$ cat config.mk
export PLATFORM = sky130hd
export DESIGN_NAME = spi_slave_regfile
export DESIGN_NICKNAME = d
export VERILOG_FILES = /design/src/rtl/spi_slave_regfile.sv
export SDC_FILE = /design/constraint.sdc
export NUM_CORES = 1
export LEC_CHECK = 0
export CAP_MARGIN = 0
export CORE_MARGIN = 2
export CORE_UTILIZATION = 45
export CTS_BUF_LIST = sky130_fd_sc_hd__clkbuf_8
export DETAILED_ROUTE_END_ITERATION = 8
export GPL_TIMING_DRIVEN = 0
export PLACE_DENSITY = 0.73
export REMOVE_ABC_BUFFERS = 1
export SYNTH_ARGS = -nofsm -noshare
export SYNTH_HDL_FRONTEND = slang
export SYNTH_SLANG_ARGS = --single-unit
$ cat constraint.sdc
create_clock -name clk -period 15.6 [get_ports clk]
set_input_delay 2.34 -clock clk [delete_from_list [all_inputs] [get_ports clk]]
set_output_delay 2.34 -clock clk [all_outputs]
set_load 0.01 [all_outputs]
$ cat src/rtl/spi_slave_regfile.sv
// SPI slave with a 2^ADDR_W x DATA_W register file, selectable CPOL/CPHA,
// command/address phase, auto-incrementing bursts and a system-side read port.
module spi_slave_regfile #(
   parameter int ADDR_W = 4,
   parameter int DATA_W = 8,
   parameter bit CPOL   = 1'b0,
   parameter bit CPHA   = 1'b0
) (
   input  logic              clk,
   input  logic              rst,
   input  logic              nCs,
   input  logic              sclk,
   input  logic              mosi,
   output logic              miso,
   input  logic [ADDR_W-1:0] sys_addr,
   output logic [DATA_W-1:0] sys_rdata,
   output logic              wr_stb,
   output logic [ADDR_W-1:0] wr_addr,
   output logic [DATA_W-1:0] wr_data,
   output logic              busy
);

   localparam int unsigned NREG = 1 << ADDR_W;
   localparam int          CW   = $clog2(DATA_W);
   localparam logic [CW-1:0] LAST_BIT = CW'(DATA_W - 1);
   localparam logic [CW-1:0] CMD_LAST = CW'(7);

   typedef enum logic [1:0] {IDLE, CMD, WDATA, RDATA} state_t;

   state_t            state;
   logic [1:0]        cs_q, sck_q, mosi_q;
   logic              sck_d;
   logic [1:0]        vld;
   logic              armed;
   logic [DATA_W-1:0] regs [NREG];
   logic [DATA_W-2:0] rx;
   logic [DATA_W-1:0] tx;
   logic [ADDR_W-1:0] addr;
   logic [CW-1:0]     bitcnt;

   logic cs_s, sck_s, mosi_s;
   logic sck_rise, sck_fall, lead, trail, smp, sft;

   assign cs_s     = cs_q[1];
   assign sck_s    = sck_q[1];
   assign mosi_s   = mosi_q[1];
   assign sck_rise = sck_s & ~sck_d;
   assign sck_fall = ~sck_s & sck_d;
   assign lead     = CPOL ? sck_fall : sck_rise;
   assign trail    = CPOL ? sck_rise : sck_fall;
   assign smp      = ~cs_s & (CPHA ? trail : lead);
   assign sft      = ~cs_s & (CPHA ? lead : trail);

   always_ff @(posedge clk or posedge rst) begin
      if (rst) begin
         cs_q   <= '1;
         sck_q  <= {2{CPOL}};
         sck_d  <= CPOL;
         mosi_q <= '0;
      end else begin
         cs_q   <= {cs_q[0], nCs};
         sck_q  <= {sck_q[0], sclk};
         sck_d  <= sck_s;
         mosi_q <= {mosi_q[0], mosi};
      end
   end

   // armed only after a genuine (post-flush) high on nCs, so a frame cut by
   // reset cannot resume and commit once reset releases.
   always_ff @(posedge clk or posedge rst) begin
      if (rst) begin
         state     <= IDLE;
         miso      <= 1'b0;
         sys_rdata <= '0;
         wr_stb    <= 1'b0;
         wr_addr   <= '0;
         wr_data   <= '0;
         busy      <= 1'b0;
         vld       <= '0;
         armed     <= 1'b0;
         rx        <= '0;
         tx        <= '0;
         addr      <= '0;
         bitcnt    <= '0;
         for (int unsigned i = 0; i < NREG; i++) regs[i] <= '0;
      end else begin
         wr_stb    <= 1'b0;
         busy      <= ~cs_s;
         sys_rdata <= regs[sys_addr];
         vld       <= {vld[0], 1'b1};
         if (vld[1] && cs_s) armed <= 1'b1;

         if (cs_s) begin
            state  <= IDLE;
            bitcnt <= '0;
            miso   <= 1'b0;
         end else begin
            unique case (state)
               IDLE: begin
                  if (armed) begin
                     state  <= CMD;
                     bitcnt <= '0;
                     miso   <= 1'b0;
                  end
               end
               CMD: begin
                  if (smp) begin
                     rx <= {rx[DATA_W-3:0], mosi_s};
                     if (bitcnt == CMD_LAST) begin
                        addr   <= ADDR_W'({rx[6:0], mosi_s});
                        state  <= rx[6] ? RDATA : WDATA;
                        bitcnt <= '0;
                     end else begin
                        bitcnt <= bitcnt + 1'b1;
                     end
                  end
               end
               WDATA: begin
                  if (smp) begin
                     rx <= {rx[DATA_W-3:0], mosi_s};
                     if (bitcnt == LAST_BIT) begin
                        regs[addr] <= {rx, mosi_s};
                        wr_stb     <= 1'b1;
                        wr_addr    <= addr;
                        wr_data    <= {rx, mosi_s};
                        addr       <= addr + ADDR_W'(1);
                        bitcnt     <= '0;
                     end else begin
                        bitcnt <= bitcnt + 1'b1;
                     end
                  end
               end
               RDATA: begin
                  if (smp) begin
                     bitcnt <= (bitcnt == LAST_BIT) ? '0 : bitcnt + 1'b1;
                  end else if (sft) begin
                     // A shift edge at bit 0 is the word boundary for both CPHA
                     // settings: fetch the next word and present its MSB.
                     if (bitcnt == '0) begin
                        tx   <= regs[addr] << 1;
                        miso <= regs[addr][DATA_W-1];
                        addr <= addr + ADDR_W'(1);
                     end else begin
                        miso <= tx[DATA_W-1];
                        tx   <= tx << 1;
                     end
                  end
               end
               default: state <= IDLE;
            endcase
         end
      end
   end

endmodule
==> impl_metrics.py <==
metrics = {
    "die": {
        "core_area_mm2": 0.0209,
        "die_h_um": 150,
        "die_w_um": 150,
        "num_io_pins": 32,
        "rows": 53,
        "start_util_pct": 45.7,
        "die-area_mm2": 0.0224,
    },
    "clock_tree": {
        "clock_path_buffers": 2,
        "post_cts_buffers": 0,
        "h-tree-depth": 4,
        "worstSkewPairLatency_ns": 0.47,
        "postCtsHoldBufs": 0,
        "numCtsBuffers": 17,
        "clock-sinks": 184,
        "cts_tree": "done",
        "cts-root-buf": "clkbuf_8",
        "cts.clk_slew.worst_paths_ns": 0.10,
        "ctsResizeCount": 0,
    },
    "min_path": {
        "hold_path.class": "reg -> reg",
        "hold_path_startpoint": "sck_q[0]$_DFF_PP0_",
    },
    "final_layout": {
        "diodes": 0,
        "syn2layout_area_growth_pct": 9.22,
        "layout-drive-gt1-share_pct": 34.5,
        "nets": 689,
        "final_cell_mix": "181 x dfrtp_1, 143 x mux2_2, 42 x mux2i_1, 31 x mux4_2, 29 x clkdlybuf4s50_1",
        "mostFrequentLayoutCell": "dfrtp_1",
    },
    "timing": {
        "slew_headroom_pct": 12.5,
        "tightest_slew_ns": 1.31,
        "layout_min_cycle_time_ns": 3.80,
        "finClkSkew_ns": 0.0122,
        "fin_setup_tns_ns": 0,
        "hold_viol_final": 0,
        "setup_viol": 0,
        "fin_crit_sh_pct": 24.3,
        "timing.hold.ws_ns": 0.359,
        "fmaxAchievable_ghz": 0.263,
        "drv_slew": 0,
        "grt_setup_unrepaired": "no",
        "finalWorstSetupSlack_ns": 11.80,
    },
    "route": {
        "drc": 0,
        "vias": 5847,
        "via_per_inst": 6.12,
        "dr.pass1.iters": 5,
        "wl_um": 22500,
        "ant_nets": 0,
        "drt_iter0_drc": 485,
        "avgRoutedWirePerCell_um": 23.5,
    },
    "synth": {
        "synth.top_cell.area_share_pct": 47.8,
        "synth.distinct_cells": 55,
        "syn_area_mm2": 0.00954,
        "synth_seq_cells": 184,
        "yosysWarnings": 0,
        "synth_top_area_cell": "dfrtp_1",
        "synth_edf_count": 0,
        "synthCells": 664,
        "ys_async_sr_fraction_pct": 100,
        "ys.flop_type": "dfrtp_1",
        "synth_seq_area_share_pct": 48.3,
        "avgSynthCellArea_um2": 14.4,
        "synth.top_cells.by_area": "dfrtp_1 48%, mux2_2 17%, mux4_2 7.3%",
    },
    "worst_setup_path": {
        "critPathLaunchType": "primary input",
        "crit_fanout": 20,
        "critPathArrivalTime_ns": 4.13,
        "crit_start": "sys_addr[0]",
        "end_kind": "flop",
        "r2r-start": "addr[3]$_DFFE_PP0P_",
        "worstSetupPathType": "in -> reg",
        "cp_data_required_time_ns": 15.93,
    },
    "placement": {
        "io_buffers": 31,
        "routabilityCongestion": 0.845,
        "place_ws_ns": 11.29,
        "dp_hpwl_um": 14800,
    },
    "job": {
        "drv_cap": 0,
    },
    "global_routing": {
        "grt_pass1_vias": 6084,
        "grt_pass1_wl_um": 35300,
        "antenna_found_initial": 0,
        "grt_remaining_overflow": 0,
        "track_usage_pct": 21.2,
        "grt_max_degree": 112,
    },
    "power_and_ir_drop": {
        "power_leakage_nw": 4.88,
        "p_per_area_mw_per_mm2": 106,
        "design_power_total_mw": 1.11,
        "peakVddDrop_mv": 0.0797,
    },
    "status": {
        "outcome": "finished clean",
    },
}
[path summary, 6_finish.rpt]
check	to	slack (ns)	cells past startpoint
min in group asynchronous	mosi_q[0]$_DFF_PP0_	2.32	2
hold reg to reg	sck_q[1]$_DFF_PP0_	0.36	0
hold / removal	sck_q[1]$_DFF_PP0_	0.36	0
setup reg to reg	regs[54]$_DFFE_PP0P_	12.65	3
setup / recovery	sys_rdata[1]$_DFF_PP0_	11.80	4
max in group asynchronous	addr[1]$_DFFE_PP0P_	12.35	3
[metrics by stage]
step | area (um^2) | utilization, % | std cells
6_report | 10400 | 49.9 | 956
5_1_grt | 10400 | 49.9 | 956
3_3_place_gp | 9910 | 47.4 | 919
3_5_place_dp | 10000 | 48.1 | 924
2_1_floorplan | 9260 | - | 613
4_1_cts | 10400 | 49.9 | 956
[cells by family after synthesis]
kind of cell / after synthesis / share of synthesized area, %
mux: 243 / 35.1
buf+inv: 69 / 3.66
other cells: 1 / 0.0393
fa+ha+maj: 12 / 1.57
compound gates: 59 / 4.15
simple gates: 96 / 7.18
flops: 184 / 48.3
[state kept, by name, indices dropped and copies added (netlist names), 3 cells and up]
signal     flops
tx             7
addr           4
bitcnt         3
wr_addr        4
regs         128
wr_data        8
sys_rdata      8
rx             7
[report_power, final]
| group | switching [mW] | total (mW) | internal [mW] |
|---|---|---|---|
| clock network | 0.169 | 0.302 | 0.133 |
| logic | 0.114 | 0.209 | 0.0949 |
| registers | 0.101 | 0.596 | 0.495 |
| total | 0.384 | 1.11 | 0.723 |
[worst max-delay path, cell delays in order]
cell	delay, ns
buf_2	0.39
buf_12	0.27
mux4_1	0.61
mux4_2	0.50
[metal layers]
| metal | track usage (%) | routed length (um) | up-vias |
|---|---|---|---|
| li1 | - | - | 2508 |
| met1 | 27.8 | 9250 | 3088 |
| met2 | 35.4 | 11600 | 202 |
| met3 | 3.57 | 1110 | 49 |
| met4 | 7.90 | 583 | 0 |
| met5 | 0 | 0 | - |
[synth_stat cells, types with 8 or more instances]
| master | number |
|---|---|
| buf_1 | 10 |
| clkbuf_1 | 21 |
| mux2_2 | 143 |
| a22oi_1 | 9 |
| nor2_1 | 10 |
| and2_1 | 8 |
| nand3_1 | 15 |
| dfrtp_1 | 182 |
| mux4_1 | 21 |
| nand3_4 | 10 |
| mux4_2 | 31 |
| inv_1 | 18 |
| mux2i_1 | 42 |
| a21oi_1 | 18 |
| nand2_1 | 16 |
| ha_1 | 12 |
| buf_2 | 10 |
[area by class of cell]
type | count | area, um^2
inverters | 18 | 75.1
repair buffers | 36 | 430
flip-flops and latches | 184 | 4610
fillers | 1708 | 10500
clock inverters | 13 | 108
multi-input cells | 411 | 4590
well taps | 275 | 344
clock buffers | 19 | 262
Power figures use the tool's default switching activity.
